File: src/rtl/soc_pkg.sv
// Shared SoC video constants: default VGA 640x480@60 timing and the vertical line-state type.
// Latency: none (constants and types only).
// Backpressure: not applicable.
package soc_pkg;

    // Default horizontal timing, in pixel clocks
    localparam int DEF_H_ACTIVE = 640;
    localparam int DEF_H_FP     = 16;
    localparam int DEF_H_SYNC   = 96;
    localparam int DEF_H_BP     = 48;
    localparam int H_TOTAL      = DEF_H_ACTIVE + DEF_H_FP + DEF_H_SYNC + DEF_H_BP;

    // Default vertical timing, in lines
    localparam int DEF_V_ACTIVE = 480;
    localparam int DEF_V_FP     = 10;
    localparam int DEF_V_SYNC   = 2;
    localparam int DEF_V_BP     = 33;
    localparam int V_TOTAL      = DEF_V_ACTIVE + DEF_V_FP + DEF_V_SYNC + DEF_V_BP;

    // Framebuffer layout: 320-wide half-resolution buffer, second buffer right after the first
    localparam int DEF_FB_WIDTH     = 320;
    localparam int DEF_FB_BASE_1    = 76800;
    localparam int DEF_ADDR_WIDTH_B = 32;

    // Counter width, wide enough for any sane raster total
    localparam int CNT_W = 12;

    // Vertical line state
    typedef enum logic [1:0] {
        V_ST_ACTIVE = 2'd0,
        V_ST_FRONT  = 2'd1,
        V_ST_SYNC   = 2'd2,
        V_ST_BACK   = 2'd3
    } v_state_t;

endpackage

File: src/rtl/soc_sync_2ff.sv
// Two-flop synchronizer bringing a single level signal into the local clock domain.
// Latency: 2 clocks from a settled input to o_q.
// Backpressure: none; free-running, samples every clock.
module soc_sync_2ff (
    input  logic i_clk,
    input  logic i_rst_n,
    input  logic i_d,
    output logic o_q
);

    logic r_meta;
    logic r_sync;

    // Metastability-resolving flop chain
    always_ff @(posedge i_clk or negedge i_rst_n) begin
        if (!i_rst_n) begin
            r_meta <= 1'b0;
            r_sync <= 1'b0;
        end else begin
            r_meta <= i_d;
            r_sync <= r_meta;
        end
    end

    assign o_q = r_sync;

endmodule

File: src/rtl/soc_vga_scanout.sv
// VGA raster scan-out of a double-buffered, 2x2-upscaled RGB332 framebuffer.
// Latency: 2 vga_clk from counter state to registered rgb/hsync/vsync; address is combinational.
// Backpressure: none; the read port must return data one clock after word_addr_b, every clock.
module soc_vga_scanout
    import soc_pkg::*;
#(
    parameter int H_ACTIVE     = DEF_H_ACTIVE,
    parameter int H_FP         = DEF_H_FP,
    parameter int H_SYNC       = DEF_H_SYNC,
    parameter int H_BP         = DEF_H_BP,
    parameter int V_ACTIVE     = DEF_V_ACTIVE,
    parameter int V_FP         = DEF_V_FP,
    parameter int V_SYNC       = DEF_V_SYNC,
    parameter int V_BP         = DEF_V_BP,
    parameter int FB_WIDTH     = DEF_FB_WIDTH,
    parameter int FB_BASE_1    = DEF_FB_BASE_1,
    parameter int ADDR_WIDTH_B = DEF_ADDR_WIDTH_B
) (
    input  logic                    vga_clk,
    input  logic                    res_n,
    input  logic                    enable,
    input  logic                    frame_sel,
    output logic [ADDR_WIDTH_B-1:0] word_addr_b,
    input  logic [7:0]              read_data_b,
    output logic [3:0]              vga_r,
    output logic [3:0]              vga_g,
    output logic [3:0]              vga_b,
    output logic                    hsync,
    output logic                    vsync,
    output logic                    frame_shown,
    output logic                    vblank_pulse
);

    localparam int HT     = H_ACTIVE + H_FP + H_SYNC + H_BP;
    localparam int VT     = V_ACTIVE + V_FP + V_SYNC + V_BP;
    localparam int HS_BEG = H_ACTIVE + H_FP;
    localparam int HS_END = HS_BEG + H_SYNC;
    localparam int VS_BEG = V_ACTIVE + V_FP;
    localparam int VS_END = VS_BEG + V_SYNC;

    logic [CNT_W-1:0]        r_h_cnt;
    logic [CNT_W-1:0]        r_v_cnt;
    v_state_t                r_v_state;
    v_state_t                w_v_state_nxt;
    logic                    w_v_act;
    logic                    w_vs0;
    logic                    w_hs0;
    logic                    w_de0;
    logic                    w_h_last;
    logic                    w_v_last;
    logic                    w_frame_end;
    logic [CNT_W-1:0]        w_v_cnt_nxt;
    logic                    w_sel_sync;
    logic                    r_frame_shown;
    logic                    r_en;
    logic                    r_vblank;
    logic                    r_de1;
    logic                    r_hs1;
    logic                    r_vs1;
    logic [3:0]              r_vga_r;
    logic [3:0]              r_vga_g;
    logic [3:0]              r_vga_b;
    logic                    r_hsync;
    logic                    r_vsync;
    logic [ADDR_WIDTH_B-1:0] w_base;
    logic [ADDR_WIDTH_B-1:0] w_pix_off;

    assign w_h_last    = (r_h_cnt == CNT_W'(HT - 1));
    assign w_v_last    = (r_v_cnt == CNT_W'(VT - 1));
    assign w_frame_end = w_h_last && w_v_last;
    assign w_v_cnt_nxt = w_v_last ? '0 : r_v_cnt + CNT_W'(1);

    // Raster position: h wraps every line, v advances on each h wrap
    always_ff @(posedge vga_clk or negedge res_n) begin
        if (!res_n) begin
            r_h_cnt <= '0;
            r_v_cnt <= '0;
        end else if (w_h_last) begin
            r_h_cnt <= '0;
            r_v_cnt <= w_v_cnt_nxt;
        end else begin
            r_h_cnt <= r_h_cnt + CNT_W'(1);
        end
    end

    // Vertical line-state register
    always_ff @(posedge vga_clk or negedge res_n) begin
        if (!res_n) begin
            r_v_state <= V_ST_ACTIVE;
        end else begin
            r_v_state <= w_v_state_nxt;
        end
    end

    // Vertical state moves only at line wrap, keyed on the line about to start
    always_comb begin
        w_v_state_nxt = r_v_state;
        w_v_act       = (r_v_state == V_ST_ACTIVE);
        w_vs0         = (r_v_state != V_ST_SYNC);
        if (w_h_last) begin
            case (r_v_state)
                V_ST_ACTIVE: if (w_v_cnt_nxt == CNT_W'(V_ACTIVE)) w_v_state_nxt = V_ST_FRONT;
                V_ST_FRONT:  if (w_v_cnt_nxt == CNT_W'(VS_BEG))   w_v_state_nxt = V_ST_SYNC;
                V_ST_SYNC:   if (w_v_cnt_nxt == CNT_W'(VS_END))   w_v_state_nxt = V_ST_BACK;
                V_ST_BACK:   if (w_v_cnt_nxt == '0)               w_v_state_nxt = V_ST_ACTIVE;
                default:                                          w_v_state_nxt = V_ST_ACTIVE;
            endcase
        end
    end

    assign w_de0 = (r_h_cnt < CNT_W'(H_ACTIVE)) && w_v_act;
    assign w_hs0 = !((r_h_cnt >= CNT_W'(HS_BEG)) && (r_h_cnt < CNT_W'(HS_END)));

    // Each stored pixel spans 2x2 screen pixels, so both counters drop their LSB
    assign w_base      = r_frame_shown ? ADDR_WIDTH_B'(FB_BASE_1) : '0;
    assign w_pix_off   = ADDR_WIDTH_B'(r_v_cnt >> 1) * ADDR_WIDTH_B'(FB_WIDTH)
                       + ADDR_WIDTH_B'(r_h_cnt >> 1);
    assign word_addr_b = w_de0 ? (w_base + w_pix_off) : w_base;

    soc_sync_2ff u_sel_sync (
        .i_clk   (vga_clk),
        .i_rst_n (res_n),
        .i_d     (frame_sel),
        .o_q     (w_sel_sync)
    );

    // Buffer select and enable change only on the last pixel of the frame
    always_ff @(posedge vga_clk or negedge res_n) begin
        if (!res_n) begin
            r_frame_shown <= 1'b0;
            r_en          <= 1'b0;
        end else if (w_frame_end) begin
            r_frame_shown <= w_sel_sync;
            r_en          <= enable;
        end
    end

    // One-clock strobe on the first pixel of the first blank line
    always_ff @(posedge vga_clk or negedge res_n) begin
        if (!res_n) begin
            r_vblank <= 1'b0;
        end else begin
            r_vblank <= (r_h_cnt == '0) && (r_v_cnt == CNT_W'(V_ACTIVE));
        end
    end

    // Stage 1: timing delayed to line up with read_data_b
    always_ff @(posedge vga_clk or negedge res_n) begin
        if (!res_n) begin
            r_de1 <= 1'b0;
            r_hs1 <= 1'b1;
            r_vs1 <= 1'b1;
        end else begin
            r_de1 <= w_de0;
            r_hs1 <= w_hs0;
            r_vs1 <= w_vs0;
        end
    end

    // Stage 2: RGB332 widened to 4:4:4 by bit replication, blanked outside video or when disabled
    always_ff @(posedge vga_clk or negedge res_n) begin
        if (!res_n) begin
            r_vga_r <= '0;
            r_vga_g <= '0;
            r_vga_b <= '0;
            r_hsync <= 1'b1;
            r_vsync <= 1'b1;
        end else begin
            r_hsync <= r_hs1;
            r_vsync <= r_vs1;
            if (r_de1 && r_en) begin
                r_vga_r <= {read_data_b[7:5], read_data_b[7]};
                r_vga_g <= {read_data_b[4:2], read_data_b[4]};
                r_vga_b <= {read_data_b[1:0], read_data_b[1:0]};
            end else begin
                r_vga_r <= '0;
                r_vga_g <= '0;
                r_vga_b <= '0;
            end
        end
    end

    assign vga_r        = r_vga_r;
    assign vga_g        = r_vga_g;
    assign vga_b        = r_vga_b;
    assign hsync        = r_hsync;
    assign vsync        = r_vsync;
    assign frame_shown  = r_frame_shown;
    assign vblank_pulse = r_vblank;

endmodule

File: config.mk
export PLATFORM = sky130hd
export DESIGN_NAME = soc_vga_scanout
export DESIGN_NICKNAME = d
export VERILOG_FILES = /design/src/rtl/soc_pkg.sv /design/src/rtl/soc_sync_2ff.sv /design/src/rtl/soc_vga_scanout.sv
export SDC_FILE = /design/constraint.sdc
export NUM_CORES = 1
export LEC_CHECK = 0
export BUFFER_PORTS_ARGS = -buffer_cell sky130_fd_sc_hd__buf_2
export CAP_MARGIN = 20
export CELL_PAD_IN_SITES_DETAIL_PLACEMENT = 0
export CELL_PAD_IN_SITES_GLOBAL_PLACEMENT = 1
export CORE_ASPECT_RATIO = 0.5
export CORE_MARGIN = 3
export CORE_UTILIZATION = 40
export CTS_BUF_LIST = sky130_fd_sc_hd__clkbuf_8
export CTS_CLUSTER_SIZE = 40
export DETAILED_ROUTE_END_ITERATION = 6
export GPL_ROUTABILITY_DRIVEN = 0
export PLACE_DENSITY_LB_ADDON = 0.1
export SLEW_MARGIN = 20
export SYNTH_ARGS = -nofsm -noshare
export SYNTH_HDL_FRONTEND = slang
export SYNTH_SLANG_ARGS = --single-unit
File: constraint.sdc
create_clock -name vga_clk -period 4.9 [get_ports vga_clk]
set_input_delay 1.47 -clock vga_clk [delete_from_list [all_inputs] [get_ports vga_clk]]
set_output_delay 1.47 -clock vga_clk [all_outputs]
set_load 0.01 [all_outputs]
**Word level (Yosys, flattened, before mapping)**

Cells that the tools add are included.

- Reduce and logical (&&, ||, !) cells: 10
- Magnitude comparators: 3
- $mul: 1
- Multiplexer cells: 12
- Eq/ne operators: 14
- Add/sub/neg operators: 4

Operator list:

| cell | number |
|---|---|
| $eq A12 B9 Y1 const B | 4 |
| $add A12 B1 Y12 const B | 2 |
| $eq A12 B10 Y1 const B | 2 |
| $logic_not A12 Y1 | 2 |
| $lt A12 B10 Y1 const B | 2 |
| $mux W12 | 2 |
| $add A17 B21 Y22 | 1 |
| $mux W22 | 1 |
| $add A20 B11 Y21 | 1 |
| $mux W17 | 1 |
| $mul A11 B3 Y14 const B | 1 |
| $ge A12 B10 Y1 const B | 1 |
| $mux W4 | 3 |
| $mux W2 | 4 |
| $ne A2 B2 Y1 const B | 4 |
| $pmux W2 S4 | 1 |
| $logic_and A1 B1 Y1 | 5 |
| $reduce_and A5 Y1 | 1 |
| $eq A2 B2 Y1 const B | 2 |
| $eq A2 B1 Y1 const B | 1 |
| $logic_not A2 Y1 | 1 |
| $ne A2 B1 Y1 const B | 1 |
| $logic_not A1 Y1 | 1 |

- Register bits after elaboration: 48
- Input port bits: 12
- Output and inout bits: 48

**Depth between registers and ports, before layout**

- Depth after elaboration: 5
- Mapped depth: 16
- Depth with buffers taken out: 16

**Hierarchy**

From an unflattened synthesis, not the netlist that was laid out.

- Cell total of the unflattened synthesis: 397
- Area total of the unflattened synthesis: 3,543.4 um2

By module, submodules not included:

| module | times used | area an instance (um2) | sequential area each (um2) | cells an instance |
|---|---|---|---|---|
| soc_vga_scanout | 1 | 3,493.4 | 1,056.0 | 395 |
| soc_sync_2ff | 1 | 50.0 | 50.0 | 2 |

**Worst setup path before layout**

No wires, ideal clock.

- Path type: register to output
- Start: register r_v_cnt[4]
- End: output word_addr_b[20]
- Data required time: 3.430 ns
- Arrival time: 3.279 ns
- Path slack: 0.151 ns
- Cell stages (with the launch flop): 14
- Cells stage by stage: dfrtp_1 > ha_1 > ha_1 > inv_1 > fa_1 > fa_1 > inv_1 > ha_1 > o21ai_0 > nor2_1 > o21ai_0 > a21oi_1 > a41oi_1 > nor4_1

- Cells in the longest elaborated chain, start to end: 4

Ends and longest elaborated chain:

| what | RTL line | source |
|---|---|---|
| start: declaration | soc_vga_scanout.sv:42 | `logic [CNT_W-1:0] r_v_cnt;` |
| start signal: assignment | soc_vga_scanout.sv:80 | `r_v_cnt <= w_v_cnt_nxt;` |
| $mul A11 B3 Y14 | soc_vga_scanout.sv:116 | `assign w_pix_off = ADDR_WIDTH_B'(r_v_cnt >> 1) * ADDR_WIDTH_B'(FB_WIDTH)` |
| $add A20 B11 Y21 | soc_vga_scanout.sv:117 | `+ ADDR_WIDTH_B'(r_h_cnt >> 1);` |
| $add A17 B21 Y22 | soc_vga_scanout.sv:118 | `assign word_addr_b = w_de0 ? (w_base + w_pix_off) : w_base;` |
| $mux W22 | soc_vga_scanout.sv:118 |  |
| end: declaration | soc_vga_scanout.sv:23 | `output logic [ADDR_WIDTH_B-1:0] word_addr_b,` |

Every way passes these cells.

**Worst setup path in the final report**

- Start: register r_v_cnt[4]
- End: output word_addr_b[19]

Same word-level chain as after synthesis.

==> out/summary.log <==
INFO  status         outcome=complete, but fails checks
INFO  status         violations=negative setup slack
INFO  synthesis      synthMostInstantiatedCell=sky130_fd_sc_hd__ha_1
INFO  synthesis      synth.top_cells.by_count=sky130_fd_sc_hd__ha_1 (42), sky130_fd_sc_hd__nor2_1 (41), sky130_fd_sc_hd__dfrtp_1 (40)
INFO  routing        drt_wl_total=8568um
INFO  power_and_ir_drop p_seq_share=55.2%
INFO  clock_network  h_tree_lvls=2
INFO  timing         clock.fmax=197.6MHz
INFO  clock_network  max-clock-path-buffers=2
INFO  timing         rsz0062_at_grt=true
INFO  synthesis      synth_enable_flop_cells=0
INFO  floorplan      chipWidth=139.1um
INFO  worst_hold_path timing.hold.worst_path_depth=0
INFO  power_and_ir_drop powerDensity=157.2nW/um2
INFO  synthesis      synth-seq-cells=44
INFO  clock_network  clock_sink_count=44
INFO  clock_network  tritoncts=built
INFO  layout         fin_nets=519
INFO  power_and_ir_drop fin_total_pwr=0.6692mW
INFO  floorplan      fp.dieArea=10090um2
INFO  synthesis      synth.area.top_cells=sky130_fd_sc_hd__dfrtp_1 (28%), sky130_fd_sc_hd__ha_1 (15%), sky130_fd_sc_hd__nor2_1 (4.3%), sky130_fd_sc_hd__xnor2_1 (4.2%), sky130_fd_sc_hd__xor2_1 (3.7%)
INFO  power_and_ir_drop power.share.combinational=3.8%
INFO  timing         setup_viol_count_final=6
INFO  worst_hold_path hp-class=register to register
INFO  routing        via_count=2955
INFO  clock_network  worst_skew_pair.late_latency=0.30ns
INFO  grt            first_global_vias=2860
INFO  placement      dp_hpwl=6508um
INFO  placement      buffer_ports.inserted=48
INFO  synthesis      sequential_to_total_area_share_from_yosys_stat=31.21%
INFO  synthesis      average_instance_area_after_synthesis=8.925um2
INFO  timing         timing.final.crit_share=103.3%
INFO  synthesis      synthCells=397
INFO  grt            pin_count_of_the_biggest_net_entering_global_routing=45
INFO  routing        drt_drc_violations_left=0
INFO  floorplan      num_io_pins=60
INFO  grt            grt_antenna_before_repair=0
INFO  timing         finalHoldViolations=0
INFO  synthesis      async_reset_ff_share=100.0%
INFO  worst_setup_path reg2reg_path_depth=9
INFO  power_and_ir_drop power.internal=0.5236mW
INFO  synthesis      synth_area=3543um2
INFO  worst_setup_path worstSetupStartpointType=register
INFO  floorplan      core.rowCount=23
INFO  clock_network  clock-root-buffer=sky130_fd_sc_hd__clkbuf_8
INFO  layout         num_antenna_cells=0
INFO  routing        detailedRoute.firstIterationViolations=159
INFO  run            maxCapViolations=0
INFO  grt            grt_remaining_overflow=0
INFO  synthesis      yosysWarnings=0
INFO  power_and_ir_drop clock_power_share=41.0%
INFO  power_and_ir_drop static_leak=2.073nW
INFO  power_and_ir_drop power_switching=0.1456mW
INFO  routing        post_drt_wl_per_cell=14.93um
INFO  clock_network  number_of_buffers_created_by_cts=5
INFO  synthesis      synth_ff_type=sky130_fd_sc_hd__dfrtp_1
INFO  timing         worst_relative_slew_slack=52.62%
INFO  routing        routed_via_density=5.148
INFO  layout         fin_cells=574
INFO  timing         post-route-worst-setup-slack=-0.1609ns
INFO  placement      placed_area=3964um2
INFO  timing         finalHoldWorstSlack=0.3522ns
INFO  power_and_ir_drop switching_share=21.75%
INFO  floorplan      fp.coreArea=8288um2
INFO  synthesis      yosys.cell_types.count=56
INFO  layout         final_layout_size_suffix_gt1_share=25.54%
INFO  floorplan      initial_core_util=42.75%
INFO  clock_network  clk_pin_slew_worst_paths=0.09ns
INFO  layout         stdcell_area=4257um2
INFO  power_and_ir_drop max-vdd-ir-drop=0.1038mV
INFO  worst_setup_path timing.critical_path.arrival=3.59ns
INFO  timing         post-route-min-period=5.061ns
INFO  timing         clock-skew-final=0.004587ns
INFO  synthesis      synth_top_area_share=28.25%
INFO  routing        drt-pass1-iter-count=4
INFO  grt            grt_pass1_wl=14410um
INFO  worst_setup_path critical_path.endpoint_type=output pin
INFO  floorplan      die_h=72.56um
INFO  layout         area.growth.synth_to_final=20.13%
INFO  routing        drtAntennaViolNets=0
INFO  worst_setup_path setup.worst_path.class=register to output pin
INFO  worst_setup_path required=3.43ns
INFO  timing         final-max-slew-violation-count=0
INFO  worst_setup_path critical_path.max_fanout=2
INFO  grt            globalRouteTotalUtil=17.45%
INFO  timing         max_slew.worst_pin.slew=0.7054ns
INFO  placement      place_inst=561
INFO  synthesis      synth_largest_area_cell=sky130_fd_sc_hd__dfrtp_1
INFO  timing         timing.setup.tns=-0.5238ns
kinds of logic (layout without fill, tap and decap cells):
family	after synthesis	in the layout	synth area share (%)
other	1	11	0.1058
adder cells (fa/ha/maj)	45	45	16.53
flip-flops	44	44	31.21
multiplexers	6	6	1.942
AO/OA/AOI/OAI	69	69	13.56
buffers and inverters	50	105	7.062
AND/OR/NAND/NOR	150	150	21.68
XOR/XNOR	32	32	7.910
metal layers:
| layer | global-route usage, % | share of wire [%] | vias up | wire length (um) |
|---|---|---|---|---|
| met5 | 0 | 0 | - | 0 |
| met2 | 26.87 | 41 | 73 | 3505 |
| met4 | 2.820 | 0.53 | 0 | 45 |
| li1 | - | - | 1503 | - |
| met1 | 25.49 | 54 | 1373 | 4622 |
| met3 | 4.213 | 4.6 | 6 | 395 |
power by group through the flow:
stage,Sequential (mW),Combinational (mW),Clock [mW]
2_1_floorplan,0.378,0.0160,0
3_3_place_gp,0.376,0.0257,0
3_5_place_dp,0.377,0.0259,0
4_1_cts,0.369,0.0260,0.284
5_1_grt,0.370,0.0289,0.301
6_report,0.369,0.0255,0.274
cell usage in the layout (no fill, tap or decap), types with 4 or more instances in the layout:
master,n
sky130_fd_sc_hd__ha_1,39
sky130_fd_sc_hd__and3_1,10
sky130_fd_sc_hd__a21oi_1,6
sky130_fd_sc_hd__dfrtp_1,40
sky130_fd_sc_hd__buf_2,47
sky130_fd_sc_hd__nor2_1,40
sky130_fd_sc_hd__o31ai_1,8
sky130_fd_sc_hd__xor2_1,15
sky130_fd_sc_hd__nor2b_1,4
sky130_fd_sc_hd__inv_1,20
sky130_fd_sc_hd__o21ai_1,5
sky130_fd_sc_hd__conb_1,11
sky130_fd_sc_hd__and2_1,8
sky130_fd_sc_hd__buf_4,28
sky130_fd_sc_hd__xnor2_1,17
sky130_fd_sc_hd__dfstp_2,4
sky130_fd_sc_hd__or3_1,4
sky130_fd_sc_hd__clkbuf_8,5
sky130_fd_sc_hd__nor3_1,7
sky130_fd_sc_hd__o21a_1,5
sky130_fd_sc_hd__o21ai_0,14
sky130_fd_sc_hd__nor4_1,4
sky130_fd_sc_hd__nand2_1,28
sky130_fd_sc_hd__nand3_1,20
sky130_fd_sc_hd__a211oi_1,5
worst paths after layout:
path / end / slack (ns) / from
worst max-delay path: word_addr_b[19] / -0.16 / r_v_cnt[4]$_DFFE_PN0N_
worst min-delay path: u_sel_sync.o_q$_DFF_PN0_ / 0.35 / u_sel_sync.r_meta$_DFF_PN0_
worst max register to register: r_v_state[1]$_DFFE_PN0P_ / 1.84 / r_v_cnt[1]$_DFFE_PN0N_
worst min register to register: u_sel_sync.o_q$_DFF_PN0_ / 0.35 / u_sel_sync.r_meta$_DFF_PN0_
max in group asynchronous: r_hs1$_DFF_PN1_ / 3.35 / res_n
min in group asynchronous: vga_b[2]$_DFF_PN0_ / 1.15 / res_n
critical path, stage by stage (launching register included):
cell and delay [ns]:
sky130_fd_sc_hd__dfrtp_1 0.39, sky130_fd_sc_hd__ha_1 0.29, sky130_fd_sc_hd__ha_2 0.18, sky130_fd_sc_hd__inv_2 0.05
sky130_fd_sc_hd__fa_1 0.42, sky130_fd_sc_hd__fa_1 0.50, sky130_fd_sc_hd__inv_2 0.05, sky130_fd_sc_hd__ha_4 0.26
sky130_fd_sc_hd__buf_6 0.09, sky130_fd_sc_hd__o21a_1 0.15, sky130_fd_sc_hd__o31ai_4 0.09, sky130_fd_sc_hd__a211oi_2 0.22
sky130_fd_sc_hd__a31oi_1 0.11, sky130_fd_sc_hd__nor2_1 0.14, sky130_fd_sc_hd__xor2_1 0.16, sky130_fd_sc_hd__nor2_1 0.05
sky130_fd_sc_hd__buf_2 0.14
what timing repair did:
item                                    4_1_cts  5_1_grt
pin swaps                                    21        6
gates resized for setup                      30        4
hold buffers                                  0        0
setup buffers                                 6        1
endpoints found under the setup margin        8       10
flip-flops by register name, summed over array words and instances, names as in the netlist, 2 cells and up:
name	cells
r_h_cnt	12
r_v_cnt	12
vga_g	3
vga_r	3
r_v_state	2
vga_b	2
layout make-up:
| cell class | instances | area [um2] |
|---|---|---|
| clock inverters | 2 | 33.78 |
| multi-input cells | 313 | 2369 |
| well taps | 112 | 140.1 |
| inverters | 22 | 82.58 |
| flip-flops and latches | 44 | 1106 |
| fillers | 803 | 4031 |
| clock buffers | 5 | 68.82 |
| repair buffers | 76 | 456.7 |
stage by stage:
step           util [%]  worst slack, ns
3_5_place_dp      47.83         0.006970
6_report          51.36          -0.1609
4_1_cts           51.10          -0.1847
5_1_grt           51.36          -0.3519
3_3_place_gp      47.83           0.1075
2_1_floorplan         -           0.1515
No activity file was read; power rests on OpenSTA's default activity.
